===== src/rtl/mfp_uart_pkg.sv =====
// mfp_uart_pkg: shared state encoding, oversampling constants and baud divider helper
package mfp_uart_pkg;
    typedef enum logic [2:0] {IDLE, START, DATA, PARITY, STOP} state_t;
    localparam int OVERSAMPLE = 16;
    localparam int SMP_A = 7;
    localparam int SMP_B = 8;
    localparam int SMP_C = 9;
    function automatic int tick_div(input int clk_freq, input int baud_rate);
        return (clk_freq + baud_rate * 8) / (baud_rate * 16);
    endfunction
endpackage


===== src/rtl/mfp_uart_rx_oversampled_if.sv =====
// mfp_uart_rx_oversampled_if: serial line in, byte stream and status out
interface mfp_uart_rx_oversampled_if;
    logic       rx;
    logic [7:0] byte_data;
    logic       byte_ready;
    logic       framing_error;
    logic       parity_error;
    logic       busy;
    modport master(input rx, output byte_data, byte_ready, framing_error, parity_error, busy);
    modport slave(output rx, input byte_data, byte_ready, framing_error, parity_error, busy);
endinterface


===== src/rtl/mfp_uart_tick_gen.sv =====
// mfp_uart_tick_gen: oversample tick divider, held at zero while clear is high
module mfp_uart_tick_gen #(
    parameter int TICK_DIV = 10
) (
    input  logic clock,
    input  logic reset,
    input  logic clear,
    output logic tick
);
    localparam int W = $clog2(TICK_DIV);
    logic [W-1:0] cnt;
    assign tick = cnt == W'(TICK_DIV - 1);
    // count 0..TICK_DIV-1, restart after each tick
    always_ff @(posedge clock or posedge reset)
        if (reset) cnt <= '0;
        else cnt <= (clear || tick) ? '0 : cnt + 1'b1;
endmodule


===== src/rtl/mfp_uart_rx_oversampled.sv =====
// mfp_uart_rx_oversampled: 16x oversampled UART receiver, 3-sample majority vote; define MFP_UART_RX_PARITY_EN for even parity
module mfp_uart_rx_oversampled
    import mfp_uart_pkg::*;
#(
    parameter int CLK_FREQ  = 50_000_000,
    parameter int BAUD_RATE = 115_200,
    parameter int TICK_DIV  = tick_div(CLK_FREQ, BAUD_RATE)
) (
    input logic clock,
    input logic reset,
    mfp_uart_rx_oversampled_if.master uart
);
    localparam logic [3:0] LAST = 4'(OVERSAMPLE - 1);
    state_t     state, state_next;
    logic       rx_meta, rx_sync, rx_prev;
    logic       tick, dec, last, maj, fall;
    logic [3:0] sc;
    logic [2:0] bit_idx;
    logic [7:0] shift;
    logic       s_a, s_b;
    logic       good_stop, bad_stop;
    logic [7:0] byte_data;
    logic       byte_ready, framing_error;
`ifdef MFP_UART_RX_PARITY_EN
    logic       par_bit, par_err, parity_error;
`endif

    // two-flop synchronizer plus previous value for edge detection; idle-high reset
    always_ff @(posedge clock or posedge reset)
        if (reset) {rx_meta, rx_sync, rx_prev} <= 3'b111;
        else {rx_meta, rx_sync, rx_prev} <= {uart.rx, rx_meta, rx_sync};

    mfp_uart_tick_gen #(.TICK_DIV(TICK_DIV)) u_tick (
        .clock(clock),
        .reset(reset),
        .clear(state == IDLE),
        .tick (tick)
    );

    assign fall = rx_prev & ~rx_sync;
    assign dec  = tick && sc == 4'(SMP_C);
    assign last = tick && sc == LAST;
    assign maj  = (s_a & s_b) | (s_a & rx_sync) | (s_b & rx_sync);

    // state register
    always_ff @(posedge clock or posedge reset)
        if (reset) state <= IDLE;
        else state <= state_next;

    // next-state: stop decision returns to IDLE early so back-to-back frames are caught
    always_comb begin
        state_next = state;
        case (state)
            IDLE:    state_next = fall ? START : IDLE;
            START:   state_next = (dec && maj) ? IDLE : last ? DATA : START;
`ifdef MFP_UART_RX_PARITY_EN
            DATA:    state_next = (last && bit_idx == 3'd7) ? PARITY : DATA;
            PARITY:  state_next = last ? STOP : PARITY;
`else
            DATA:    state_next = (last && bit_idx == 3'd7) ? STOP : DATA;
`endif
            STOP:    state_next = dec ? IDLE : STOP;
            default: state_next = IDLE;
        endcase
    end

    // stop-bit outcome and busy flag
    always_comb begin
        uart.busy = state != IDLE;
        good_stop = state == STOP && dec && maj;
        bad_stop  = state == STOP && dec && !maj;
`ifdef MFP_UART_RX_PARITY_EN
        par_err   = (^shift) != par_bit;
`endif
    end

    // sample counter, vote samples, shift register and bit index
    always_ff @(posedge clock or posedge reset)
        if (reset) begin
            sc      <= '0;
            s_a     <= 1'b1;
            s_b     <= 1'b1;
            bit_idx <= '0;
            shift   <= '0;
        end else begin
            sc      <= (state == IDLE) ? '0 : tick ? sc + 1'b1 : sc;
            s_a     <= (tick && sc == 4'(SMP_A)) ? rx_sync : s_a;
            s_b     <= (tick && sc == 4'(SMP_B)) ? rx_sync : s_b;
            bit_idx <= (state == IDLE) ? '0 : (state == DATA && last) ? bit_idx + 1'b1 : bit_idx;
            shift   <= (state == DATA && dec) ? {maj, shift[7:1]} : shift;
        end

`ifdef MFP_UART_RX_PARITY_EN
    // received parity bit
    always_ff @(posedge clock or posedge reset)
        if (reset) par_bit <= 1'b0;
        else par_bit <= (state == PARITY && dec) ? maj : par_bit;

    // registered result pulses and held byte
    always_ff @(posedge clock or posedge reset)
        if (reset) begin
            byte_data     <= '0;
            byte_ready    <= 1'b0;
            framing_error <= 1'b0;
            parity_error  <= 1'b0;
        end else begin
            byte_data     <= (good_stop && !par_err) ? shift : byte_data;
            byte_ready    <= good_stop && !par_err;
            framing_error <= bad_stop;
            parity_error  <= good_stop && par_err;
        end

    assign uart.parity_error = parity_error;
`else
    // registered result pulses and held byte
    always_ff @(posedge clock or posedge reset)
        if (reset) begin
            byte_data     <= '0;
            byte_ready    <= 1'b0;
            framing_error <= 1'b0;
        end else begin
            byte_data     <= good_stop ? shift : byte_data;
            byte_ready    <= good_stop;
            framing_error <= bad_stop;
        end

    assign uart.parity_error = 1'b0;
`endif

    assign uart.byte_data     = byte_data;
    assign uart.byte_ready    = byte_ready;
    assign uart.framing_error = framing_error;
endmodule

===== src/flat_wrapper.sv =====
// flat-port wrapper written by rule: the top's interface ports become plain ports
module mfp_uart_rx_oversampled_flat import mfp_uart_pkg::*;
#(
    parameter int CLK_FREQ  = 50_000_000,
    parameter int BAUD_RATE = 115_200,
    parameter int TICK_DIV  = tick_div(CLK_FREQ, BAUD_RATE)
)
  (clock, reset, uart_rx, uart_byte_data, uart_byte_ready, uart_framing_error, uart_parity_error, uart_busy);
  mfp_uart_rx_oversampled_if uart_i ();
  input logic clock;
  input logic reset;
  input wire logic [$bits(uart_i.rx)-1:0] uart_rx;
  output wire logic [$bits(uart_i.byte_data)-1:0] uart_byte_data;
  output wire logic [$bits(uart_i.byte_ready)-1:0] uart_byte_ready;
  output wire logic [$bits(uart_i.framing_error)-1:0] uart_framing_error;
  output wire logic [$bits(uart_i.parity_error)-1:0] uart_parity_error;
  output wire logic [$bits(uart_i.busy)-1:0] uart_busy;
  assign uart_i.rx = uart_rx;
  assign uart_byte_data = uart_i.byte_data;
  assign uart_byte_ready = uart_i.byte_ready;
  assign uart_framing_error = uart_i.framing_error;
  assign uart_parity_error = uart_i.parity_error;
  assign uart_busy = uart_i.busy;
  mfp_uart_rx_oversampled #(.CLK_FREQ(CLK_FREQ), .BAUD_RATE(BAUD_RATE), .TICK_DIV(TICK_DIV)) u_core (.clock(clock), .reset(reset), .uart(uart_i));
endmodule

===== config.mk =====
export PLATFORM = sky130hd
export DESIGN_NAME = mfp_uart_rx_oversampled_flat
export DESIGN_NICKNAME = d
export VERILOG_FILES = /design/src/rtl/mfp_uart_pkg.sv /design/src/rtl/mfp_uart_rx_oversampled_if.sv /design/src/rtl/mfp_uart_tick_gen.sv /design/src/rtl/mfp_uart_rx_oversampled.sv /design/src/flat_wrapper.sv
export SDC_FILE = /design/constraint.sdc
export NUM_CORES = 1
export LEC_CHECK = 0
export BUFFER_PORTS_ARGS = -buffer_cell sky130_fd_sc_hd__buf_2
export CAP_MARGIN = 20
export CORE_ASPECT_RATIO = 1.75
export CORE_MARGIN = 4
export CORE_UTILIZATION = 48
export DETAILED_ROUTE_END_ITERATION = 10
export GPL_ROUTABILITY_DRIVEN = 0
export GPL_TIMING_DRIVEN = 0
export HOLD_SLACK_MARGIN = 0.12
export MAX_ROUTING_LAYER = met4
export PLACE_DENSITY = 0.79
export SKIP_CTS_REPAIR_TIMING = 1
export SYNTH_ARGS = -nofsm -noshare
export SYNTH_HDL_FRONTEND = slang
export SYNTH_HIERARCHICAL = 1
export SYNTH_SLANG_ARGS = --single-unit

===== constraint.sdc =====
create_clock -name clock -period 2.15 [get_ports clock]
set_input_delay 0.1075 -clock clock [delete_from_list [all_inputs] [get_ports clock]]
set_output_delay 0.1075 -clock clock [all_outputs]
set_load 0.03 [all_outputs]

### Word level (Yosys, flattened, before mapping)

Cells that the tools add are included.

* output and inout port bits: 12
* bits of input ports: 3
* register bits after elaboration: 38
* memory bits (writable): 0
* bits in read-only memories: 0
* memories: 0
* bits in latches: 0
* word-level logic and storage cells: 60

* bitwise logic cells: 7
* shift operators: 0
* $add $sub $neg: 3
* equality and inequality tests: 9
* muxes and demuxes: 11
* magnitude comparators: 0
* reductions and logical operators: 17
* div/mod/pow operators: 0
* multipliers: 0

Operators by type and width (number)
* 3-bit 2-to-1 mux: 5
* 4-bit equality test (second input constant): 3
* 3-bit case mux with 4 select lines: 1
* 1-bit logical AND: 11
* 4-bit 2-to-1 mux: 2
* 3-bit equality test (second input constant): 2
* 5-bit by 1-bit adder with 5-bit output (second input constant): 1
* 5-bit equality test (second input constant): 1
* 5-bit 2-to-1 mux: 1
* 4-bit by 1-bit adder with 4-bit output (second input constant): 1
* 1-bit bitwise AND: 4
* 4-bit by 3-bit equality test with 1-bit output (second input constant): 1
* 2-bit nonzero test: 2
* 3-bit by 1-bit adder with 3-bit output (second input constant): 1
* 3-bit by 1-bit equality test with 1-bit output (second input constant): 1
* 3-bit by 2-bit equality test with 1-bit output (second input constant): 1
* 3-bit zero test: 1
* 3-bit nonzero test: 1
* 2-bit 2-to-1 mux: 1
* 1-bit OR: 2
* 1-bit zero test: 1
* 1-bit logical OR: 1
* 1-bit 2-to-1 mux: 1
* 1-bit NOT: 1

### Depth between registers and ports, before layout

Gate-level depths: netlist (run 1).

* depth in word-level cells: 6
* mapped depth: 9
* gate-level depth less buffers: 6

### Cells and area by module

The synthesis (run 1) kept the hierarchy.

By module, submodules not included
* mfp_uart_rx_oversampled: seq. area each 832.0 um2, times used 1, cells each 109, area each 1432.6 um2
* mfp_uart_tick_gen: seq. area each 125.1 um2, times used 1, cells each 23, area each 287.8 um2

### Worst setup path before layout (run 1)

OpenSTA, ideal clock, no wires.

* path kind: register to register
* start point: register u_core.u_tick.cnt[0]
* end point: register u_core.shift[0]
* library setup time: 125 ps
* buffers on the path: 3
* arrival time: 1956 ps
* cell stages (with the launch flop): 10
* data required time: 2025 ps
* setup slack: 69 ps
* period minus slack after synthesis: 2081 ps
* cell sequence: dfrtp_1 inv_1 ha_1 and4b_1 buf_6 buf_2 and4b_1 nor2b_4 buf_6 mux2_2

* longest elaborated chain between the ends: 3

Ends and longest elaborated chain
* start: declaration: line mfp_uart_tick_gen.sv:11 `logic [W-1:0] cnt;`
* start signal: assignment: line mfp_uart_tick_gen.sv:16 `else cnt <= (clear || tick) ? '0 : cnt + 1'b1;`
* 5-bit equality test: line mfp_uart_tick_gen.sv:12 `assign tick = cnt == W'(TICK_DIV - 1);`
* via u_core.tick: line mfp_uart_rx_oversampled.sv:16 `logic tick, dec, last, maj, fall;`
* 1-bit logical AND: line mfp_uart_rx_oversampled.sv:41 `assign dec = tick && sc == 4'(SMP_C);`
* 1-bit logical AND: line mfp_uart_rx_oversampled.sv:90 `shift <= (state == DATA && dec) ? {maj, shift[7:1]} : shift;`
* end signal: assignment: line mfp_uart_rx_oversampled.sv:90
* end: declaration: line mfp_uart_rx_oversampled.sv:19 `logic [7:0] shift;`

The timed path passes the listed nets, and every way through them passes these cells.
A chain may end at the register's enable or synchronous reset.

### Worst setup path in the final report (run 1)

* start point: register u_core.u_tick.cnt[0]
* end point: register u_core.shift[2]

Same word-level chain as after synthesis.

==> results of run 1 <==
[sequential cells by signal, summed over array words and instances, names as in the netlist]
name / cells
u_core/s_b: 1
u_core/sc: 4
u_core/uart.byte_data: 8
u_core/state: 3
u_core/rx_meta: 1
u_core/uart.byte_ready: 1
u_core/uart.framing_error: 1
u_core/u_tick/cnt: 5
u_core/rx_sync: 1
u_core/shift: 8
u_core/bit_idx: 3
u_core/s_a: 1
u_core/rx_prev: 1
[synth_stat cells, drive strengths merged (3+ instances only)]
| cell type | instances | area, um2 |
|---|---|---|
| a21oi | 4 | 20.0 |
| and4 | 3 | 26.3 |
| buf | 4 | 35.0 |
| dfrtp | 33 | 826 |
| dfstp | 5 | 131 |
| ha | 7 | 87.6 |
| inv | 9 | 33.8 |
| mux2 | 18 | 203 |
| mux2i | 3 | 30.0 |
| nand2 | 6 | 22.5 |
| nor2 | 7 | 26.3 |
| nor3 | 3 | 15.0 |
| nor4 | 3 | 48.8 |
[logic make-up after synthesis]
kind of cell             synth area share, %
multiplexers                            13.5
buffers and inverters                   4.00
AO/OA/AOI/OAI                           3.13
flip-flops                              55.6
XOR/XNOR                                2.04
AND/OR/NAND/NOR                         15.8
other                                  0.218
adder cells (fa/ha/maj)                 5.67
[worst max-delay path, stage by stage, from the launching register on]
cell     delay [ps]
dfrtp_1         420
inv_1            70
ha_1            160
and4b_1         210
buf_6           140
and4b_2         290
nor2b_4         160
buf_6           140
mux2_2          340
[metal layers]
layer	up-vias	track usage [%]	wire, um
met5	-	-	0
met4	0	6.28	40
met3	5	3.09	92
met2	16	28.8	1780
met1	524	11.7	961
li1	510	-	-
[worst min-delay path by stage]
stage,to,start,slack [ps],cells past startpoint
4_1_cts,u_core/u_tick/cnt[2],reset,-280,2
3_3_place_gp,u_core/u_tick/cnt[2],reset,10,2
3_5_place_dp,u_core/u_tick/cnt[2],reset,30,2
5_1_grt,u_core/u_tick/cnt[1],reset,290,3
6_report,u_core/u_tick/cnt[2],reset,280,3
2_1_floorplan,u_core/u_tick/cnt[0],reset,-110,1
[through the flow]
| stage | hold WS (ps) | area (um2) | std cells | total power (W) |
|---|---|---|---|---|
| 6_report | 278 | 2020 | 204 | 0.00158 |
| 4_1_cts | -282 | 1980 | 199 | 0.00160 |
| 5_1_grt | 291 | 2020 | 204 | 0.00166 |
| 2_1_floorplan | -114 | 1720 | 132 | 0.000958 |
| 3_3_place_gp | 13.9 | 1840 | 190 | 0.000988 |
| 3_5_place_dp | 26.4 | 1870 | 191 | 0.00102 |
[report_power, final]
group          switching, W  internal [W]
registers         0.0000553      0.000760
logic              0.000106     0.0000844
clock network      0.000229      0.000341
total              0.000390       0.00119
[cell type report]
type	instances	area, um2	share of cell area [%]
flip-flops and latches	38	957	47.3
multi-input cells	81	696	34.4
repair buffers	20	143	7.05
clock buffers	5	68.8	3.40
well taps	45	56.3	2.78
clock inverters	3	40.0	1.98
inverters	9	33.8	1.67
plain buffers	3	30.0	1.48
[layout by cell type, fill, tap and decap left out, types with 3 or more instances in the layout]
cell type   n
ha_1        7
and4_1      3
clkbuf_8    5
dfstp_2     5
nand2_1     6
nor2_1      7
buf_2      13
dfrtp_1    33
inv_1       9
buf_4       5
mux2i_1     3
a21oi_1     4
nor3_1      3
mux2_2     18
==> results.cfg, run 1 <==
[clock_network]
cts_buffers = 5
clkLatencyLatePin_ps = 280
clockRootBuffer = clkbuf_8
cts_max_path_buffers = 2
cts_sinks = 38
htreeDepth = 2
clkTransAtPathRegs_ps = 70
cts_tree = built

[timing]
fmax_mhz = 491
worst_slew_pin_slew_ps = 721
hold_viol = 0
slew_violations = 0
tns_ps = 0
fin_crit_ps = 2040
period_share_pct = 94.8
finClkSkew_ps = 2.42
setup_viol = 0
slew-limit-headroom_pct = 51.9
rsz0062_at_grt = no
setup_ws_ps = 112

[global_routing]
grt_pass1_vias = 1119
grt_max_degree = 18
antenna_found_initial = 0
grt.total_usage_pct = 14.6
grt_pass1_wl_mm = 4.77
grt_overflow_total = 0

[synth]
ys_ff_latch = 38
ys_seq_area_share_pct = 55.6
ys_warn_count = 6
synth_edf_count = 0
netlist_area_um2 = 1720
syn-num-nets = 142
ys.flop_type = dfrtp_1
avgSynthCellArea_um2 = 13.0
synth-async-reset-ratio_pct = 100
synth_cell_types = 35
syn-instance-count = 132

[critical_path]
r2r_cells = 8
r2r-start = u_core/u_tick/cnt[0]
critPathMaxFanout = 10
endpoint = u_core/shift[2]
ff2ff_setup_slack_ps = 110
worst_ep_arrival_time_ps = 2200
startpoint = u_core/u_tick/cnt[0]
critPathKind = reg -> reg
cp-end-kind = flip-flop
cp-start-kind = flip-flop
r2r_end = u_core/shift[2]
crit_required_ps = 2320

[floorplan]
die_w_um = 53.3
start_util_pct = 50.1
coreArea_um2 = 3430
die-area_um2 = 4640
die_y_um = 87.2
floorplan.io_pins = 15
placementRows = 28

[cells_and_area]
drive_gt1_share_pct = 37.1
fin_nets = 168
fin_util_pct = 59.0
synthToLayoutAreaGrowth_pct = 17.7
antenna_cells = 0
final.fill_count = 304

[run_status]
status = completed

[routing]
vias_per_cell = 5.17
via_count = 1055
drt_first_pass_iters = 3
antenna_left = 0
drtIter0Drc = 30
wire_per_inst_um = 14.1
drc = 0
wirelength_mm = 2.87

[placed_design]
io_buffers = 13
hpwlAfterDp_mm = 2.25
pre_cts_ws_ps = -149

[worst_hold_path]
hp-class = in -> async

[pwr]
power_density_nw_per_um2 = 778
leakage_nw = 0.997
vdd_drop_max_mv = 0.576

[flow_run]
cap_violations = 0
No activity file was read; power rests on OpenSTA's default activity.
==> inputs of run 2 (changes only) <==
- PLACE_DENSITY: 0.79 -> 0.69
==> run 2 against run 1 <==
  * Sequential power is essentially flat
  * Highest routed layer unchanged
  * Clock skew up 7.0 ps
  * Via count rose by 1.4%
  * Non-clock buffer count is 2 higher
  * Combinational power shrank 4%
  * Critical path type unchanged
  * Sequential cell count did not move
  * Fmax shrank 1.0%
  * Wire length shrank 1.2%
  * Global-route usage rose by 0.79 points
  * Sequential share of layout area grew 0.058 points
  * Power down 6.2%
  * Clock-buffer cell count increased by 2
==> results.cfg, run 2 (same netlist as run 1, synthesis figures left out) <==
[critical_path]
crit_required_ps = 2310
cp-start-kind = flip-flop
critPathKind = reg -> reg
cp-end-kind = flip-flop
critPathMaxFanout = 8
ff2ff_setup_slack_ps = 90
worst_ep_arrival_time_ps = 2220

[clock_network]
htreeDepth = 2
cts_sinks = 38
clockRootBuffer = clkbuf_8
clkTransAtPathRegs_ps = 70
clkLatencyLatePin_ps = 280
cts_tree = built
cts_max_path_buffers = 2
cts_buffers = 5

[pwr]
leakage_nw = 0.998
power_density_nw_per_um2 = 731
vdd_drop_max_mv = 0.694

[timing]
period_share_pct = 95.7
fmax_mhz = 486
fin_crit_ps = 2060
setup_viol = 0
hold_viol = 0
finClkSkew_ps = 9.38
slew_violations = 0
slew-limit-headroom_pct = 61.1
worst_slew_pin_slew_ps = 583

[cells_and_area]
fin_area_um2 = 2020
antenna_cells = 0
top_regs = u_core/shift x8, u_core/uart.byte_data x8, u_core/u_tick/cnt x5
layout_common_cells = 33 x dfrtp_1, 18 x mux2_2, 13 x buf_2, 9 x inv_1
fin_nets = 170
synthToLayoutAreaGrowth_pct = 17.5
drive_gt1_share_pct = 37.3
fin_util_pct = 58.9
final.fill_count = 313
final_common_cell = dfrtp_1

[placed_design]
dpl-instance-area_um2 = 1870
io_buffers = 13
hpwlAfterDp_mm = 2.06

[routing]
drtIter0Drc = 9
vias_per_cell = 5.19
drc = 0
wirelength_mm = 2.84
wire_per_inst_um = 13.8
via_count = 1070
drt_first_pass_iters = 4
antenna_left = 0

[run_status]
status = completed

[worst_hold_path]
hp-class = in -> async

[floorplan]
placementRows = 28
coreArea_um2 = 3430
start_util_pct = 50.1
die-area_um2 = 4640
floorplan.io_pins = 15
die_w_um = 53.3
die_y_um = 87.2

[global_routing]
grt_overflow_total = 0
grt.total_usage_pct = 15.3
antenna_found_initial = 0
grt_pass1_wl_mm = 5.06
grt_pass1_vias = 1162
grt_max_degree = 22

[flow_run]
cap_violations = 0
run 2: final timing paths:
kind | depth (start not counted) | endpoint | start
max | 8 | u_core/shift[3] | u_core/u_tick/cnt[0]
min | 3 | u_core/u_tick/cnt[0] | reset
max reg2reg | 8 | u_core/shift[3] | u_core/u_tick/cnt[0]
min reg2reg | 0 | u_core/rx_sync | u_core/rx_meta
max in group asynchronous | 4 | u_core/s_b | reset
min in group clock | 0 | u_core/rx_sync | u_core/rx_meta
run 2: power breakdown:
group	internal [W]	switching [W]	total, W	leakage [nW]
registers	0.000760	0.0000552	0.000815	0.504
clock network	0.000258	0.000222	0.000480	0.0482
logic	0.0000823	0.000101	0.000183	0.447
run 2: metrics by stage:
| step | std cells | hold slack, ps | power, W | setup TNS (ps) | setup WS, ps |
|---|---|---|---|---|---|
| after floorplan | 132 | -114 | 0.000958 | 0 | 69.5 |
| after global placement | 190 | 20.0 | 0.000993 | -956 | -90.7 |
| after detailed placement | 191 | 27.5 | 0.00101 | -2020 | -160 |
| after CTS | 199 | -284 | 0.00150 | -2410 | -185 |
| after global routing | 206 | 290 | 0.00157 | -49.7 | -11.5 |
| final | 206 | 272 | 0.00148 | 0 | 91.6 |
run 2: area by class of cell:
type	instances	area, um2	area share (%)
Clock buffer	7	86.3	4.27
Buffer	3	30.0	1.49
Inverter	9	33.8	1.67
Timing Repair Buffer	22	158	7.80
Sequential cell	38	957	47.3
Tap cell	45	56.3	2.78
Clock inverter	1	5.00	0.248
Multi-Input combinational cell	81	696	34.4
run 2: worst max-delay path, stage by stage, from the launching register on:
cell	delay (ps)
dfrtp_1	430
inv_1	80
ha_1	130
and4b_1	220
buf_6	140
and4b_2	300
nor2b_4	160
buf_6	140
mux2_2	330
run 2: metal layers:
layer / routed length [um] / track usage, %
met1: 1120 / 16.5
met2: 1570 / 25.6
met3: 89 / 4.12
met4: 63 / 6.98
met5: 0 / -
